### config.mk
export PLATFORM = sky130hd
export DESIGN_NAME = pc_gen
export DESIGN_NICKNAME = d
export VERILOG_FILES = /design/src/rtl/cpu_pkg.sv /design/src/rtl/pc_queue.sv /design/src/rtl/pc_gen.sv
export SDC_FILE = /design/constraint.sdc
export NUM_CORES = 1
export LEC_CHECK = 0
export ABC_CLOCK_PERIOD_IN_PS = 2500
export BUFFER_PORTS_ARGS = -buffer_cell sky130_fd_sc_hd__buf_2
export CAP_MARGIN = 20
export CORE_ASPECT_RATIO = 2
export CORE_MARGIN = 10
export CORE_UTILIZATION = 50
export DETAILED_ROUTE_END_ITERATION = 12
export PLACE_DENSITY = 0.77
export SKIP_CTS_REPAIR_TIMING = 1
export SYNTH_ARGS = -nofsm -noshare
export SYNTH_HDL_FRONTEND = slang
export SYNTH_SLANG_ARGS = --single-unit
### constraint.sdc
create_clock -name clk -period 2.5 [get_ports clk]
set_input_delay 0.125 -clock clk [delete_from_list [all_inputs] [get_ports clk]]
set_output_delay 0.125 -clock clk [all_outputs]
set_load 0.01 [all_outputs]
### src/rtl/cpu_pkg.sv
// cpu_pkg: shared types and constants for the fetch front end
package cpu_pkg;
   localparam int XLEN = 32;
   typedef logic [XLEN-1:0] pc_t;
   typedef enum logic [1:0] {BOOT, RUN, HOLD, FLUSH} pcgen_state_e;
   localparam int PC_INC = 4;
   localparam pc_t RESET_VECTOR = 32'h0000_0000;
endpackage

### src/rtl/pc_queue.sv
// pc_queue: in-order FIFO of {pc, kill} for fetches issued but not yet returned
module pc_queue
   import cpu_pkg::*;
#(
   parameter int xlen = XLEN,
   parameter int DEPTH = 2,
   parameter logic [xlen-1:0] RESET_PC = cpu_pkg::RESET_VECTOR,
   localparam int CW = $clog2(DEPTH + 1)
) (
   input  logic            clk,
   input  logic            rst,
   input  logic            i_push,
   input  logic [xlen-1:0] i_pc,
   input  logic            i_pop,
   input  logic            i_kill_all,
   output logic [xlen-1:0] o_head_pc,
   output logic            o_head_kill,
   output logic [CW-1:0]   o_count,
   output logic            o_empty,
   output logic            o_full
);
   logic [xlen-1:0] r_pcs [DEPTH];
   logic [xlen-1:0] w_up_pc [DEPTH];
   logic [DEPTH-1:0] r_kill;
   logic [DEPTH-1:0] w_up_kill;
   logic [CW-1:0] r_count, w_left, w_count_n;
   logic w_pop, w_push;
   assign w_pop = i_pop && r_count != '0;
   assign w_left = r_count - CW'(w_pop);
   assign w_push = i_push && w_left != CW'(DEPTH);
   assign w_count_n = w_left + CW'(w_push);
   assign w_up_kill = r_kill >> 1;
   for (genvar g = 0; g < DEPTH; g++) begin : g_up
      if (g < DEPTH - 1) begin : g_mid
         assign w_up_pc[g] = r_pcs[g+1];
      end else begin : g_last
         assign w_up_pc[g] = '0;
      end
   end
   // Popping shifts every entry toward slot 0; kill_all marks only slots still valid afterwards
   always_ff @(posedge clk) begin
      if (rst) begin
         r_count <= '0;
         r_kill <= '0;
         for (int i = 0; i < DEPTH; i++) r_pcs[i] <= RESET_PC;
      end else begin
         r_count <= w_count_n;
         for (int i = 0; i < DEPTH; i++) begin
            r_pcs[i] <= (w_push && CW'(i) == w_left) ? i_pc : w_pop ? w_up_pc[i] : r_pcs[i];
            r_kill[i] <= i_kill_all ? CW'(i) < w_count_n
                       : (w_push && CW'(i) == w_left) ? 1'b0
                       : w_pop ? w_up_kill[i] : r_kill[i];
         end
      end
   end
   assign o_head_pc = r_pcs[0];
   assign o_head_kill = r_kill[0];
   assign o_count = r_count;
   assign o_empty = r_count == '0;
   assign o_full = r_count == CW'(DEPTH);
endmodule

### src/rtl/pc_gen.sv
// pc_gen: fetch PC generator with redirect/flush tracking of in-flight fetches.
// Define PC_GEN_RVC_EN to accept 16-bit aligned redirect targets.
module pc_gen
   import cpu_pkg::*;
#(
   parameter int xlen = XLEN,
   parameter logic [xlen-1:0] RESET_VECTOR = cpu_pkg::RESET_VECTOR,
   parameter int MAX_OUTSTANDING = 2
) (
   input  logic            clk,
   input  logic            rst,
   output logic [xlen-1:0] target,
   output logic            fetch_valid,
   input  logic            fetch_ready,
   input  logic            resp_valid,
   output logic [xlen-1:0] resp_pc,
   output logic            resp_kill,
   input  logic            stall,
   input  logic            redirect,
   input  logic [xlen-1:0] redirect_pc,
   output logic            misalign
);
   localparam int CW = $clog2(MAX_OUTSTANDING + 1);
   pcgen_state_e r_state, w_state_n;
   logic [xlen-1:0] r_pc;
   logic [CW-1:0] w_count, w_left;
   logic w_aligned, w_active, w_redir, w_pop, w_issue, w_empty, w_full;
`ifdef PC_GEN_RVC_EN
   assign w_aligned = ~redirect_pc[0];
`else
   assign w_aligned = redirect_pc[1:0] == 2'b00;
`endif
   assign w_active = r_state != BOOT;
   assign w_redir = redirect && w_aligned && w_active;
   assign misalign = redirect && !w_aligned && w_active;
   assign w_pop = resp_valid && !w_empty;
   assign fetch_valid = r_state == RUN && !stall && !w_full && !w_redir;
   assign w_issue = fetch_valid && fetch_ready;
   assign w_left = w_count - CW'(w_pop);
   assign target = r_pc;
   // Once no fetches remain in flight every killed response has drained
   always_comb begin
      w_state_n = r_state == BOOT ? RUN
                : (w_redir || r_state == FLUSH) ? (w_left != '0 ? FLUSH : RUN)
                : stall ? HOLD : RUN;
   end
   always_ff @(posedge clk) begin
      if (rst) begin
         r_state <= BOOT;
         r_pc <= RESET_VECTOR;
      end else begin
         r_state <= w_state_n;
         r_pc <= w_redir ? redirect_pc : w_issue ? r_pc + xlen'(PC_INC) : r_pc;
      end
   end
   pc_queue #(.xlen(xlen), .DEPTH(MAX_OUTSTANDING), .RESET_PC(RESET_VECTOR)) u_queue (
      .clk(clk), .rst(rst),
      .i_push(w_issue), .i_pc(r_pc), .i_pop(resp_valid), .i_kill_all(w_redir),
      .o_head_pc(resp_pc), .o_head_kill(resp_kill),
      .o_count(w_count), .o_empty(w_empty), .o_full(w_full)
   );
   a_resp_needs_entry: assert property (@(posedge clk) disable iff (rst) resp_valid |-> !w_empty);
endmodule

; ---- Yosys cells after proc, flatten, opt, wreduce, memory -nomap -nowiden
; Memories as Yosys holds them, arrays and structs flattened.
; Index checks and enable logic that the tools add are counted.
[totals]
mem_count = 1
regBits = 38
in_bits = 38
mem_bits_rw = 64
[op_classes]
n_bitwise = 2
n_addsub = 4
reduce_logical = 30
muxes = 21
n_eq_ne = 5
order_cmp = 2
[mem_list]
columns = name, depth, width, read_ports, rd_ports_with_merged_regs, write_ports, line
row1 = u_queue.r_pcs, 2, 32, 2, 0, 2, pc_queue.sv:22  ; logic [xlen-1:0] r_pcs [DEPTH];
[op_table]
columns = operator, count
row1 = 2-to-1 mux 32 bit, 8
row2 = "adder 32 x 3 -> 32 bit, second input constant", 1
row3 = logical AND 1 bit, 13
row4 = 2-to-1 mux 1 bit, 10
row5 = zero test 2 bit, 4
row6 = nonzero test 2 bit, 4
row7 = 2-to-1 mux 2 bit, 3
row8 = nonzero test 3 bit, 2
row9 = zero test 1 bit, 5
row10 = "== test 2 bit, second input constant", 2
row11 = "less-than comparator 1 x 2 -> 1 bit, first input constant", 2
row12 = subtractor 2 x 1 -> 2 bit, 2
row13 = adder 2 x 1 -> 2 bit, 1
row14 = "== test 1 x 2 -> 1 bit, first input constant", 1
row15 = "== test 2 x 1 -> 1 bit, second input constant", 1
row16 = "!= test 2 bit, second input constant", 1
row17 = OR 1 bit, 2
row18 = OR reduction 2 bit, 1
row19 = logical OR 1 bit, 1

; ---- Depth between registers and ports, before layout
[logic_depth]
ltp_word = 10
depth_mapped = 11
depth_no_buf = 8

; ---- By module
; Synthesis repeated with hierarchy kept, for this count alone.
[hier_totals]
cells_unflattened = 542
area_unflattened_um2 = 4722.0
[by_module_without_submodules]
columns = module, cells_each, seq_area_each_um2, area_each_um2, n_inst
row1 = pc_queue, 312, 1361.3, 2847.7, 1
row2 = pc_gen, 230, 680.7, 1874.3, 1

; ---- Least setup slack after synthesis
; No wires, ideal clock.
[synth_path]
path_type = reg2reg
from = register u_queue.r_count[1], in the netlist u_queue.o_count[1]
to = memory u_queue.r_pcs[0][7] in the netlist's numbering
path_slack_ns = -0.056
arrival_time_ns = 2.422
path_stages_with_launch = 12
required_time_ns = 2.367
setup_time_ns = 0.133
n_path_buf = 3
path_cell_list = dfxtp_1 o21ai_1 clkinv_1 clkbuf_1 ha_1 inv_1 or2_2 or3_1 buf_2 buf_2 nor2_1 a311oi_1
[synth_rtl]
columns = item, line
row1 = from (decl), pc_queue.sv:26  ; logic [CW-1:0] r_count, w_left, w_count_n;
row2 = from (signal assigned), pc_queue.sv:47  ; r_count <= w_count_n;
row3 = to (decl), pc_queue.sv:22

; ---- Worst setup path in the final report
[layout_path]
from = register r_state[1]
to = output fetch_valid
[layout_between]
elab_chain_len = 4
elab_cells_between_ends = 7
cone_classes = eq/ne (1) / reduce/logical (6)
[layout_lines]
columns = item, line
row1 = from (decl), pc_gen.sv:24  ; pcgen_state_e r_state, w_state_n;
row2 = from (signal assigned), pc_gen.sv:52  ; r_state <= w_state_n;
row3 = == test 2 x 1 -> 1 bit or nonzero test 2 bit (tied branches), "pc_gen.sv:37, pc_gen.sv:33"
row4 = logical AND 1 bit (on tied branches), "pc_gen.sv:37, pc_gen.sv:34"
row5 = logical AND 1 bit or zero test 1 bit (tied branches), pc_gen.sv:37  ; assign fetch_valid = r_state == RUN && !stall && !w_full && !w_redir;
row6 = logical AND 1 bit (*), pc_gen.sv:37
row7 = to (decl), pc_gen.sv:13  ; output logic fetch_valid,
; Every way passes the cells marked *; elsewhere a longest branch is shown, timed or not.

==> metrics.md <==
| Metric | Value |
|---|---|
| Status | `complete, but fails checks` |
| Failing checks | `negative hold slack` |
| VDD IR max | `0.415 mV` |
| CTS Buf Count | `9` |
| Fin crit share | `0.951` |
| Cell Area, Synth | `5200 um^2` |
| Post-synthesis mux area share | `0.00192` |
| Synth top area share | `0.392` |
| Syn Inst Count | `620` |
| Final Wtd Congestion | `0.898` |
| Clock Latency Late Sink | `0.35 ns` |
| Remaining Overflow, GRT | `0` |
| Post-synthesis xor/xnor area fraction | `0.0252` |
| Crit-path max FO | `37` |
| Simple-Gate Fraction of Synth Area | `0.287` |
| GR Util All Layers | `0.195` |
| # clock sinks | `102` |
| Synth Area in Compound Gates | `0.180` |
| Hold Fails Final Rpt | `1` |
| Ys Warns | `0` |
| Port Buf Inserts | `104` |
| FF-to-FF End | `u_queue.r_pcs[0][6]` |
| Synth Area per Inst | `8.40 um^2` |
| Startpoint Class | `flip-flop` |
| Vias in the first global route | `4850` |
| Largest family of logic cells by synthesized area | `simple AND/OR/NAND/NOR gates` |
| WS Path Type | `reg2out` |
| Final worst path period need | `2.38 ns` |
| Commonest cells in the netlist | `nand2_1, dfxtp_1, nor2_1` |
| Async SR Flop Fraction | `0` |
| CTS tree | `built` |
| Synthesis-to-layout area growth | `14.3%` |
| PD cells | `706 nW/um^2` |
| Overall die height | `164 um` |
| Hpwl dp | `10500 um` |
| Leakage | `0.00226 uW` |
| Clk root buf | `clkbuf_16` |
| Critical Path AT | `2.25 ns` |
| Maxcap violations | `0` |
| CP max-delay cell | `buf_4` |
| Finish-stage setup viols | `0` |
| Vias per cell | `5.95` |
| Largest net degree at the start of global routing | `67` |
| Achievable Freq | `0.421 GHz` |
| Drt first pass iters | `5` |
| R2r worst-path depth | `8` |
| Die Wd | `92.1 um` |
| Top cell by count, worst path | `buf_4` |
| Initial antenna violation count | `0` |
| Initial core utilization | `0.513` |
| Site Rows | `52` |
| Routed wire length | `14800 um` |
| FF-to-FF setup slack | `0.14 ns` |
| Worst hold path endpoint | `target[28]` |
| Worst Hold Depth | `3` |
| Cell variety after synth | `49` |
| Crit path required time | `2.38 ns` |
| CTS max path bufs | `2` |
| Hold_ws | `-0.0162 ns` |
| Unrepaired setup endpoints after global routing | `yes` |
| Nets | `720` |
| CORE AREA | `10100 um^2` |
| Hold Crit Start | `redirect_pc[28]` |
| Iteration-0 DRC Markers | `420` |
| Crit-path cells | `buf_4, o21a_1, nand2_2, buf_4, nand2b_1, nor3_1, buf_2` |
| Top cells by area, synth | `dfxtp_1, nand2_1, a311oi_1` |
| Total power | `4200 uW` |
| Most used DFF post-synth | `dfxtp_1` |
| Drc violations | `0` |
| Critical Path Max Stage Delay | `0.40 ns` |
| Tightest Hold Check Type | `in2reg` |
| Global-route wire length before repair | `24300 um` |
| Relative slew slack | `0.433` |
| Routed Antenna Nets | `0` |
| FF-to-FF Start | `u_queue.o_count[1]` |
| Top Ports | `105` |
| Setup TNS | `0 ns` |
| Yosys reg bits | `102` |
| Post-synthesis sequential area ratio | `0.392` |
| CTS HTree Levels | `3` |
| Final Max Slew Viols | `0` |
| Largest area contributor in the netlist | `dfxtp_1` |
| Full die area | `15100 um^2` |
| Worst-case clock skew | `0.00488 ns` |
| Slew at the pin with the worst max-slew slack | `0.851 ns` |
| Wire per inst | `18.1 um` |
| Vias | `4877` |
| N_diodes | `0` |
| CP endpoint kind | `primary output` |
| Syn nets | `660` |
| Layout cells sized above 1 | `0.328` |
| Clock-pin slew on the worst setup and hold paths | `0.07 ns` |
| Post-Synth Adder-Cell Area | `0.00481` |
| Count leader, synth | `nand2_1` |
| Post-synth EDFFs | `0` |
## power by group
part	internal [uW]	switching, uW	total, uW
clock	773	619	1390
combinational	323	629	952
sequential	1760	98.4	1860
## state kept, by name, summed over array words and instances, names as in the netlist
signal	count
u_queue.r_pcs	64
target	32
r_state	2
u_queue.o_count	2
u_queue.r_kill	2
## per-layer routing
metal	global-route usage	vias to the layer above	routed length, um
li1	-	2293	-
met1	0.217	2312	5780
met2	0.330	213	7500
met3	0.0402	59	815
met4	0.121	0	733
met5	0	-	0
## critical path: cells and delay by family (launching register included)
kind,cells,cell delay (ns)
buffers and inverters,3,0.73
AOI/OAI and AO/OA,1,0.22
and+or+nand+nor,3,0.63
DFF,1,0.31
## cell type report
class                           count  area [um^2]
Fill cell                         945         4200
Multi-Input combinational cell    427         2680
Sequential cell                   102         2040
Timing Repair Buffer              132          741
Clock buffer                       10          229
Tap cell                          135          169
Clock inverter                      6         62.6
Inverter                            8         31.3
## cells in the final DEF (no fill, tap or decap), drive strengths merged, types with 2 or more instances in the layout
cell and instances:
nand4 17, o21ai 8, o21a 2, clkinvlp 3
nand4b 4, a21oi 38, buf 132, xor2 10
o31ai 2, o2111ai 4, ha 2, clkbuf 10
a31oi 3, nor4 5, nor2 62, nand3 41
clkinv 3, and4 7, or3 5, xnor2 5
nand2b 2, and3 8, or4 2, nor3 13
inv 7, dfxtp 102, a211oi 16, and2 2
nand2 119, a311oi 40
## cell families after synthesis
logic type / Yosys count
multiplexers: 1
flip-flops: 102
AND/OR/NAND/NOR: 291
adder cells (fa/ha/maj): 2
buffers and inverters: 91
AO/OA/AOI/OAI: 118
XOR/XNOR: 15
## worst max path at each step
stage,from,slack (ns),cells after the start,end
5_1_grt,u_queue.o_count[1],0.003,8,u_queue.r_pcs[0][13]
4_1_cts,u_queue.o_count[1],0.08,8,u_queue.r_pcs[0][26]
6_report,r_state[1],0.12,7,fetch_valid
3_5_place_dp,u_queue.o_count[1],0.1,8,u_queue.r_pcs[0][26]
2_1_floorplan,u_queue.o_count[1],0.05,11,u_queue.r_pcs[0][7]
3_3_place_gp,u_queue.o_count[1],0.21,9,u_queue.r_pcs[0][15]
## stage by stage
stage,worst slack [ns],utilization,hold WS [ns],cell area (um^2),cells
after global placement,0.214,0.552,0.334,5610,804
after CTS,0.0818,0.581,-0.0158,5900,820
after global routing,0.00253,0.586,0.00386,5950,820
final,0.122,0.586,-0.0162,5950,820
after floorplan,0.0498,-,0.233,5210,620
after detailed placement,0.0997,0.552,0.345,5610,804
Power figures use the tool's default switching activity.
